==> src/rtl/psram_spi_master.sv <==
// SPI mode-0 initiator for single 32-bit PSRAM word reads (0x03) and writes (0x02).
// Every SPI pin, busy, ack and rdata comes straight from a flop.
module psram_spi_master #(
    parameter int unsigned HALF   = 1,
    parameter int unsigned CS_GAP = 2
) (
    input  logic        clk,
    input  logic        reset,
    input  logic        req,
    input  logic        we,
    input  logic [23:0] addr,
    input  logic [31:0] wdata,
    output logic        busy,
    output logic        ack,
    output logic [31:0] rdata,
    output logic        spi0_mosi,
    input  logic        spi0_miso,
    output logic        spi0_sclk,
    output logic        spi0_cs0,
    output logic        spi0_nwp,
    output logic        spi0_nhld
);

    localparam int unsigned MAXC = (HALF > CS_GAP) ? HALF : CS_GAP;
    localparam int unsigned CW   = $clog2(MAXC + 1);
    localparam logic [CW-1:0] HALF_LAST = CW'(HALF - 1);
    localparam logic [CW-1:0] GAP_LAST  = CW'(CS_GAP - 1);

    typedef enum logic [1:0] {IDLE, SETUP, SHIFT, GAP} state_t;

    state_t        state_q, state_d;
    logic [CW-1:0] cnt_q, cnt_d;
    logic [5:0]    bit_q, bit_d;
    logic [63:0]   sr_q, sr_d;
    logic [31:0]   rx_q, rx_d;
    logic          rd_q, rd_d;
    logic          sclk_d, cs_d, mosi_d, busy_d, ack_d;
    logic [31:0]   rdata_d;
    logic [7:0]    cmd;

    assign spi0_nwp  = 1'b1;
    assign spi0_nhld = 1'b1;

    always_comb begin
        cmd     = we ? 8'h02 : 8'h03;
        state_d = state_q;
        cnt_d   = cnt_q;
        bit_d   = bit_q;
        sr_d    = sr_q;
        rx_d    = rx_q;
        rd_d    = rd_q;
        sclk_d  = spi0_sclk;
        cs_d    = spi0_cs0;
        mosi_d  = spi0_mosi;
        busy_d  = busy;
        ack_d   = 1'b0;
        rdata_d = rdata;
        case (state_q)
            IDLE: begin
                cs_d   = 1'b1;
                sclk_d = 1'b0;
                mosi_d = 1'b0;
                busy_d = 1'b0;
                if (req) begin
                    sr_d    = {cmd, addr, (we ? wdata : 32'h0)};
                    rd_d    = ~we;
                    cnt_d   = '0;
                    cs_d    = 1'b0;
                    busy_d  = 1'b1;
                    mosi_d  = sr_d[63];
                    state_d = SETUP;
                end
            end
            SETUP: begin
                if (cnt_q == HALF_LAST) begin
                    state_d = SHIFT;
                    sclk_d  = 1'b1;
                    rx_d    = {rx_q[30:0], spi0_miso};
                    cnt_d   = '0;
                    bit_d   = '0;
                end else begin
                    cnt_d = cnt_q + CW'(1);
                end
            end
            SHIFT: begin
                // sclk itself tells which half of the bit-time we are in
                if (cnt_q != HALF_LAST) begin
                    cnt_d = cnt_q + CW'(1);
                end else if (spi0_sclk) begin
                    sclk_d = 1'b0;
                    sr_d   = sr_q << 1;
                    mosi_d = sr_d[63];
                    cnt_d  = '0;
                end else if (bit_q == 6'd63) begin
                    state_d = GAP;
                    cs_d    = 1'b1;
                    mosi_d  = 1'b0;
                    cnt_d   = '0;
                end else begin
                    sclk_d = 1'b1;
                    rx_d   = {rx_q[30:0], spi0_miso};
                    bit_d  = bit_q + 6'd1;
                    cnt_d  = '0;
                end
            end
            GAP: begin
                if (cnt_q == GAP_LAST) begin
                    state_d = IDLE;
                    ack_d   = 1'b1;
                    busy_d  = 1'b0;
                    cnt_d   = '0;
                    if (rd_q) rdata_d = rx_q;
                end else begin
                    cnt_d = cnt_q + CW'(1);
                end
            end
            default: state_d = IDLE;
        endcase
    end

    always_ff @(posedge clk) begin
        if (reset) begin
            state_q   <= IDLE;
            cnt_q     <= '0;
            bit_q     <= '0;
            sr_q      <= '0;
            rx_q      <= '0;
            rd_q      <= 1'b0;
            spi0_sclk <= 1'b0;
            spi0_cs0  <= 1'b1;
            spi0_mosi <= 1'b0;
            busy      <= 1'b0;
            ack       <= 1'b0;
            rdata     <= '0;
        end else begin
            state_q   <= state_d;
            cnt_q     <= cnt_d;
            bit_q     <= bit_d;
            sr_q      <= sr_d;
            rx_q      <= rx_d;
            rd_q      <= rd_d;
            spi0_sclk <= sclk_d;
            spi0_cs0  <= cs_d;
            spi0_mosi <= mosi_d;
            busy      <= busy_d;
            ack       <= ack_d;
            rdata     <= rdata_d;
        end
    end

endmodule

==> config.mk <==
export PLATFORM = sky130hd
export DESIGN_NAME = psram_spi_master
export DESIGN_NICKNAME = d
export VERILOG_FILES = /design/src/rtl/psram_spi_master.sv
export SDC_FILE = /design/constraint.sdc
export NUM_CORES = 1
export LEC_CHECK = 0
export ABC_AREA = 1
export CAP_MARGIN = 25
export CORE_AREA = 2 2 82 142
export CTS_CLUSTER_SIZE = 14
export DETAILED_ROUTE_END_ITERATION = 8
export DIE_AREA = 0 0 84 144
export MAX_ROUTING_LAYER = met4
export PLACE_DENSITY = 0.9
export SLEW_MARGIN = 0
export SYNTH_ARGS = -nofsm -noshare
export SYNTH_HDL_FRONTEND = slang
export SYNTH_SLANG_ARGS = --single-unit
==> constraint.sdc <==
create_clock -name clk -period 4.5 [get_ports clk]
set_clock_uncertainty 0.1 [all_clocks]
set_input_delay 0.45 -clock clk [delete_from_list [all_inputs] [get_ports clk]]
set_output_delay 0.45 -clock clk [all_outputs]
set_load 0.05 [all_outputs]
Word level (Yosys, flattened, before mapping):

Index checks and enable logic that the tools add are counted.

* memories kept: 0
* word-level logic and storage cells: 93
* bits in latches: 0
* ROM bits: 0
* RAM bits: 0
* bits in registers: 143
* bits of input ports: 61
* output and inout port bits: 39

* magnitude comparators: 0
* $mul: 0
* div/mod/pow operators: 0
* reduce and logical (&&, ||, !) cells: 17
* bitwise logic cells: 2
* mux-type cells: 46
* $add $sub $neg: 2
* shift-type cells: 0
* eq/ne operators: 14

Operators by type and width (number)
* 63-bit two-way mux: 3
* 32-bit two-way mux: 5
* 63-bit case mux with 2 select lines: 1
* 32-bit case mux with 2 select lines: 1
* 6-bit two-way mux: 4
* 2-bit two-way mux: 10
* 2-bit inequality test (second input constant): 8
* 2-bit case mux with 4 select lines: 2
* 1-bit two-way mux: 15
* 6-bit case mux with 2 select lines: 1
* 3-bit AND reduction: 3
* 4-bit AND reduction: 2
* 2-bit nonzero test: 4
* 6-bit by 1-bit adder with 6-bit output (second input constant): 1
* 6-bit equality test (second input constant): 1
* 1-bit case mux with 2 select lines: 3
* 6-bit AND reduction: 1
* 5-bit AND reduction: 1
* 2-bit by 1-bit equality test with 1-bit output (second input constant): 2
* 2-bit equality test (second input constant): 2
* 2-bit zero test: 2
* 2-bit AND reduction: 2
* 3-bit inequality test (second input constant): 1
* 1-bit case mux with 3 select lines: 1
* 4 further kinds: 5

Longest topological paths before layout:

Gate-level depths: netlist of the first run.

* word-level depth: 5
* gate-level depth with buffers: 10
* mapped depth without buffers: 10

Worst setup path after synthesis of the first run:

OpenSTA, ideal clock, no wires.

* kind: reg-to-reg
* start: register spi0_sclk
* end: register bit_q[2]
* period minus slack after synthesis: 1.729 ns
* path buffers: 1
* setup time: 0.115 ns
* cell stages (with the launch flop): 8
* required time: 4.285 ns
* path slack: 2.771 ns
* arrival: 1.514 ns
* cell sequence: dfxtp_1 nand2_1 nand2_1 nor2_2 nand2_1 clkbuf_2 o21ai_0 and2_1

* word-level cells in the longest chain between the ends: 2

RTL lines
* start, declared: line 18 `output logic spi0_sclk,`
* start signal, assigned: line 142 `spi0_sclk <= sclk_d;`
* 2-bit inequality test (no line)
* 5-bit AND reduction (no line)
* end signal, assigned: line 138 `bit_q <= bit_d;`
* end, declared: line 33 `logic [5:0] bit_q, bit_d;`

No other way between the ends.
A chain may end at the register's enable or synchronous reset.

Worst setup path after layout of the first run:

* start: register state_q[0]
* end: register rx_q[14]

* word-level cells in the longest chain between the ends: 3

RTL lines
* start, declared: line 31 `state_t state_q, state_d;`
* start signal, assigned: line 136 `state_q <= state_d;`
* 2-bit equality test / 2-bit by 1-bit equality test with 1-bit output (equally long branches): line 58 `case (state_q)`
* 2-bit inequality test (no line) / 2-bit nonzero test (equally long branches)
* 5-bit AND reduction (no line)
* end signal, assigned: line 140 `rx_q <= rx_d;`
* end, declared: line 35 `logic [31:0] rx_q, rx_d;`

Several ways; a longest one is shown, not always the timed one.

==> summary.md, run 1 <==
| Metric | Value |
|---|---|
| Peak VDD IR | 0.000527 V |
| HP Start | rdata[29] |
| Hold Buf Count CTS | 0 |
| Yosys top cell by area | dfxtp_1 |
| Hpwl dp | 8300 um |
| CTS Buf Count | 17 |
| Die Ht | 144 um |
| GRT Total Usage | 22.7% |
| Worst EP required | 4.71 ns |
| Post-synth top area share | 48.5% |
| HP Class | reg -> reg |
| TritonCTS clock tree | yes |
| Drt first-iter violations | 276 |
| Pins over their slew limit | 0 |
| Core area | 11000 um^2 |
| Max frequency | 340 MHz |
| Synth-to-Final Area Change | 25.2% |
| Final Hold Slack | 0.358 ns |
| Fillers | 915 |
| Chip Width | 84 um |
| R2R Setup Slk | 1.56 ns |
| # setup viols final | 0 |
| Slew headroom | 35.7% |
| Diodes inserted | 0 |
| CP max FO | 45 |
| Maximum clock path buffer count | 2 |
| TritonRoute pass-1 iters | 7 |
| Status | completed |
| Final hold vios | 0 |
| Final WS setup | 1.56 ns |
| DRC Markers | 0 |
| Worst Setup EP | rx_q[14] |
| First-pass GRT wire length | 21700 um |
| Maxcap violations | 0 |
| H-tree Lvls | 4 |
| Worst-Margin Slew | 0.964 ns |
| Initial core utilization | 53.4% |
| Synthesized area | 5900 um^2 |
| Synthesized area per cell | 7.40 um^2 |
| Leak pwr | 0.00292 uW |
| Number of global-route vias before repair | 4947 |
| R2R cell count | 9 |
| Util after Layout | 66.9% |
| # Post-CTS Setup Buffers | 0 |
| Routed wire length | 13300 um |
| Clk_lat worst skew | 0.42 ns |
| Warnings, synthesis | 0 |
| Seq/Total Area, Yosys | 48.5% |
| FP Rows | 51 |
| Clock-pin slew on the worst setup and hold paths | 0.06 ns |
| GP Congestion | 0.838 |
| Crit. Startpoint | state_q[0] |
| Reg2reg end | rx_q[14] |
| CP arrival | 3.15 ns |
| Worst slack, placed | 1.62 ns |
| ANT nets after route | 0 |
| Post-CTS Resized | 0 |
| Final cycle utilization of the critical path | 65.4% |
| Synth unique cells | 26 |
| I/O Buffers | 97 |
| Area contributors post-synth | dfxtp_1 49%, nand2_1 9.6%, nor2_1 8.6%, o21ai_0 7.5%, a21oi_1 7.0% |
| # clock sinks | 143 |
| Largest net degree at the start of global routing | 95 |
| RSZ-0062 raised after global routing | false |
| Crit start category | register |
| Cell count after synthesis | 797 |
| Initial antenna violation count | 0 |
| Synthesized flop and latch total | 143 |
| Clock root buffer | clkbuf_16 |
| Vias per cell | 5.43 |
| Launching point of the worst reg2reg path | state_q[0] |
| Via count | 5465 |
| Routed wire per std cell | 13.2 um |
| I/O pin count | 100 |
| Share of layout cells above drive strength 1 | 5.95% |
| Pwr Density | 668 nW/um^2 |
| Min Clock Period, post-route | 2.94 ns |
| Setup tns final | 0 ns |
| Final Net Count | 931 |
| Critical path class | reg -> reg |
| Die area | 12100 um^2 |
| CP endpoint kind | register |
| Global route overflow | 0 |
layer usage:
metal  vias to the layer above  global-route usage, %  wire, um  share of wire, %
met5                         -                      -         0                 0
met1                      2506                   23.8      5160                39
met2                       165                   40.1      7220                54
met3                        39                   4.34       494               3.7
met4                         0                   12.2       416               3.1
li1                       2755                      -         -                 -
power by group:
| group | switching (uW) | internal (uW) |
|---|---|---|
| clock network | 535 | 772 |
| logic | 1180 | 550 |
| registers | 226 | 1670 |
how the worst min path moves through the flow:
stage                      endpoint  slack (ns)  cells after the start
final                     rdata[29]        0.36                      2
after global routing      rdata[16]        0.37                      2
after CTS                 rdata[27]        0.36                      2
after detailed placement   rdata[0]        0.35                      2
after global placement    rdata[18]        0.35                      2
after floorplan            sr_q[62]        0.34                      2
sequential cells by signal (all words and copies together), names as in the netlist:
signal,cells
sr_q,63
rdata,32
rx_q,32
bit_q,6
cnt_q,2
state_q,2
ack,1
busy,1
rd_q,1
spi0_cs0,1
spi0_mosi,1
spi0_sclk,1
cells in the final DEF, fill, tap and decap left out, types with 2 or more instances in the layout:
master and n:
o21ai_0 88, o21ai_1 11, clkinv_2 4, nand2_1 151, ha_1 8, nand3_1 46, inv_1 24, clkbuf_16 17
clkinvlp_4 5, buf_4 7, clkdlybuf4s50_1 96, dfxtp_1 143, a21oi_1 83, nor2_1 134, inv_6 2, a22oi_1 31
conb_1 2, or2_2 2, inv_2 3, nor2_2 3, nand2_2 2
cell type report:
class                      instances  area, um^2  share of cell area, %
clock buffer                      19         443                   6.00
clock inverter                    13         114                   1.54
inverter                          27         101                   1.37
multi-input combinational        567        2650                   35.9
sequential                       143        2860                   38.8
tap                              132         165                   2.24
timing repair buffer             105        1050                   14.2
critical path, cell delays in order (launching register included):
cell	delay, ns
dfxtp_1	0.34
inv_1	0.10
ha_2	0.56
buf_4	0.52
nand3_1	0.16
nand2_1	0.09
buf_4	0.32
inv_2	0.32
nor2_1	0.21
nor2_1	0.08
cells by family (layout without fill, tap and decap cells):
group                      count (synthesis)  count (layout)  share of synthesized area [%]
DFF                                      143             143                           48.5
adders and majority gates                  9               9                           1.91
and+or+nand+nor                          341             341                           23.0
other                                      1               2                         0.0636
AOI/OAI and AO/OA                        215             215                           19.8
buffers and inverters                     88             164                           6.62
per-stage QoR:
step	instances	total power (uW)	area (um^2)
floorplan	798	3300	5900
global placement	973	3550	6800
detailed placement	973	3620	6800
CTS	1005	4950	7360
global route	1006	5280	7380
finish	1006	4930	7380
synth_stat cells, drive strengths merged:
cell / n
a22oi: 31
nand4: 1
conb: 1
buf: 30
dfxtp: 143
nand3: 46
ha: 9
nor2: 137
inv: 27
a311oi: 1
clkbuf: 31
a21oi: 84
and2: 1
nand2: 153
nor3: 1
o21ai: 99
or2: 2
No activity file was read; power rests on OpenSTA's default activity.
==> inputs of run 2 (changes only) <==
Settings changed: CORE_AREA 2 2 82 142 to 2 2 83 145, DIE_AREA 0 0 84 144 to 0 0 85 147, PLACE_DENSITY 0.9 to 0.87.
Clock period 4.5 ns to 2.8 ns, I/O delays scaled along.
==> run 2 against run 1 <==
Net effect: register-to-register slack worse by 0.96 ns; cell area is 0.78% higher; count of clock-buffer cells in the layout is 2 lower; non-clock buffer count is 6 higher; wire length hardly changed; clock power is 66% higher; sequential power is 61% higher; critical path depth is 1 higher; total power is 64% higher; critical endpoint is now rx_q[17]; largest cell class unchanged.
==> summary.md, run 2 (synthesized netlist as in run 1, its figures left out) <==
| Metric | Value |
|---|---|
| Status | completed |
| CTS Buf Count | 17 |
| Synth-to-Final Area Change | 26.2% |
| TritonCTS clock tree | yes |
| Die Ht | 147 um |
| CP arrival | 2.45 ns |
| Worst EP required | 3.05 ns |
| Most frequent CP cell | nand2_1 |
| Via count | 5448 |
| First-pass GRT wire length | 22500 um |
| Final instance area | 7440 um^2 |
| Chip Width | 85 um |
| Maximum clock path buffer count | 2 |
| # clock sinks | 143 |
| Reg2reg end | rx_q[17] |
| Routed wire length | 13300 um |
| Slew headroom | 63.0% |
| Final hold vios | 0 |
| Commonest non-fill, non-tap cell in the layout | nand2_1 |
| Max frequency | 454 MHz |
| Peak VDD IR | 0.000729 V |
| Crit path buf inv count | 3 |
| ANT nets after route | 0 |
| GP Congestion | 0.913 |
| Clock-pin slew on the worst setup and hold paths | 0.06 ns |
| Cell depth of the worst setup path | 10 |
| Worst Setup EP | rx_q[17] |
| DRC Markers | 0 |
| CP max FO | 23 |
| CP endpoint kind | register |
| Final cycle utilization of the critical path | 78.6% |
| Pwr Density | 1090 nW/um^2 |
| FP Rows | 52 |
| Crit. Startpoint | state_q[0] |
| Total power | 8080 uW |
| Delay-heaviest family, CP | simple AND/OR/NAND/NOR gates |
| Area post-placement | 6870 um^2 |
| # setup viols final | 0 |
| Share of layout cells above drive strength 1 | 6.70% |
| Setup tns final | 0 ns |
| # Post-CTS Setup Buffers | 0 |
| R2R cell count | 10 |
| Clock root buffer | clkbuf_16 |
| Util after Layout | 65.4% |
| HP Class | in -> reg |
| GRT Total Usage | 22.4% |
| Hold Buf Count CTS | 0 |
| Leak pwr | 0.00296 uW |
| Largest register FFs | 63 |
| I/O pin count | 100 |
| TritonRoute pass-1 iters | 4 |
| Clk_lat worst skew | 0.42 ns |
| Worst-Margin Slew | 0.554 ns |
| R2R Setup Slk | 0.60 ns |
| Post-CTS Resized | 0 |
| Maxcap violations | 0 |
| Crit start category | register |
| Initial antenna violation count | 0 |
| Slowest stage delay, CP | 0.39 ns |
| Initial core utilization | 51.8% |
| Top flop regs | sr_q: 63 flops, rdata: 32 flops, rx_q: 32 flops |
| Post-route insts no fill | 1015 |
| Biggest register | sr_q |
| Min Clock Period, post-route | 2.20 ns |
| Hpwl dp | 8530 um |
| Critical path, cell by cell | inv_1 > ha_2 > nand2_1 > nand2_1 > nor2_2 > nand2_1 > inv_2 > buf_4 > nor2_1 > nor2_1 |
| Core area | 11400 um^2 |
| Final Net Count | 937 |
| Commonest cells after routing, fill and taps aside | 151 x nand2_1, 143 x dfxtp_1, 134 x nor2_1, 96 x clkdlybuf4s50_1, 88 x o21ai_0 |
| Die area | 12500 um^2 |
| Global route overflow | 0 |
| Cell total after placement | 983 |
| Launching point of the worst reg2reg path | state_q[0] |
| Pins over their slew limit | 0 |
| Drt first-iter violations | 246 |
| Critical path class | reg -> reg |
| RSZ-0062 raised after global routing | false |
| Slowest CP cell | dfxtp_1 |
| Number of global-route vias before repair | 5115 |
| Vias per cell | 5.37 |
| H-tree Lvls | 4 |
| I/O Buffers | 97 |
| Routed wire per std cell | 13.1 um |
| Largest net degree at the start of global routing | 95 |
| Diodes inserted | 0 |
==> run 2: worst min-delay path, cell delays in order <==
cell	delay (ns)
buf_2	0.10
inv_2	0.21
nand2_1	0.15
nor2_1	0.03
==> run 2: power breakdown <==
group / internal [uW] / switching (uW)
sequential: 2680 / 374
clock: 1250 / 924
combinational: 952 / 1900
==> run 2: routing by layer <==
layer	GRT usage, %	vias up	wire [um]
met3	4.16	27	402
met5	-	-	0
met2	39.6	121	7390
met4	10.2	0	318
li1	-	2776	-
met1	23.9	2524	5180
==> run 2: cell type report <==
type | instances | area, um^2
timing repair buffer | 111 | 1080
multi-input combinational | 567 | 2650
sequential | 143 | 2860
clock buffer | 17 | 425
inverter | 27 | 101
tap | 135 | 169
fill | 957 | 3940
clock inverter | 15 | 148
==> run 2: stage by stage <==
stage	hold WS [ns]	setup WS, ns
floorplan	0.289	1.07
global placement	0.347	0.716
detailed placement	0.353	0.621
CTS	0.303	0.602
global route	0.357	0.384
finish	0.304	0.598
==> run 2: worst min path at each step <==
stage / end / slack, ns / depth (start not counted) / start
after global routing: ack / 0.36 / 3 / reset
after detailed placement: rdata[19] / 0.35 / 2 / rdata[19]
after CTS: state_q[1] / 0.30 / 4 / reset
after global placement: rdata[25] / 0.35 / 2 / rdata[25]
final: state_q[1] / 0.30 / 4 / reset
after floorplan: rd_q / 0.29 / 1 / we
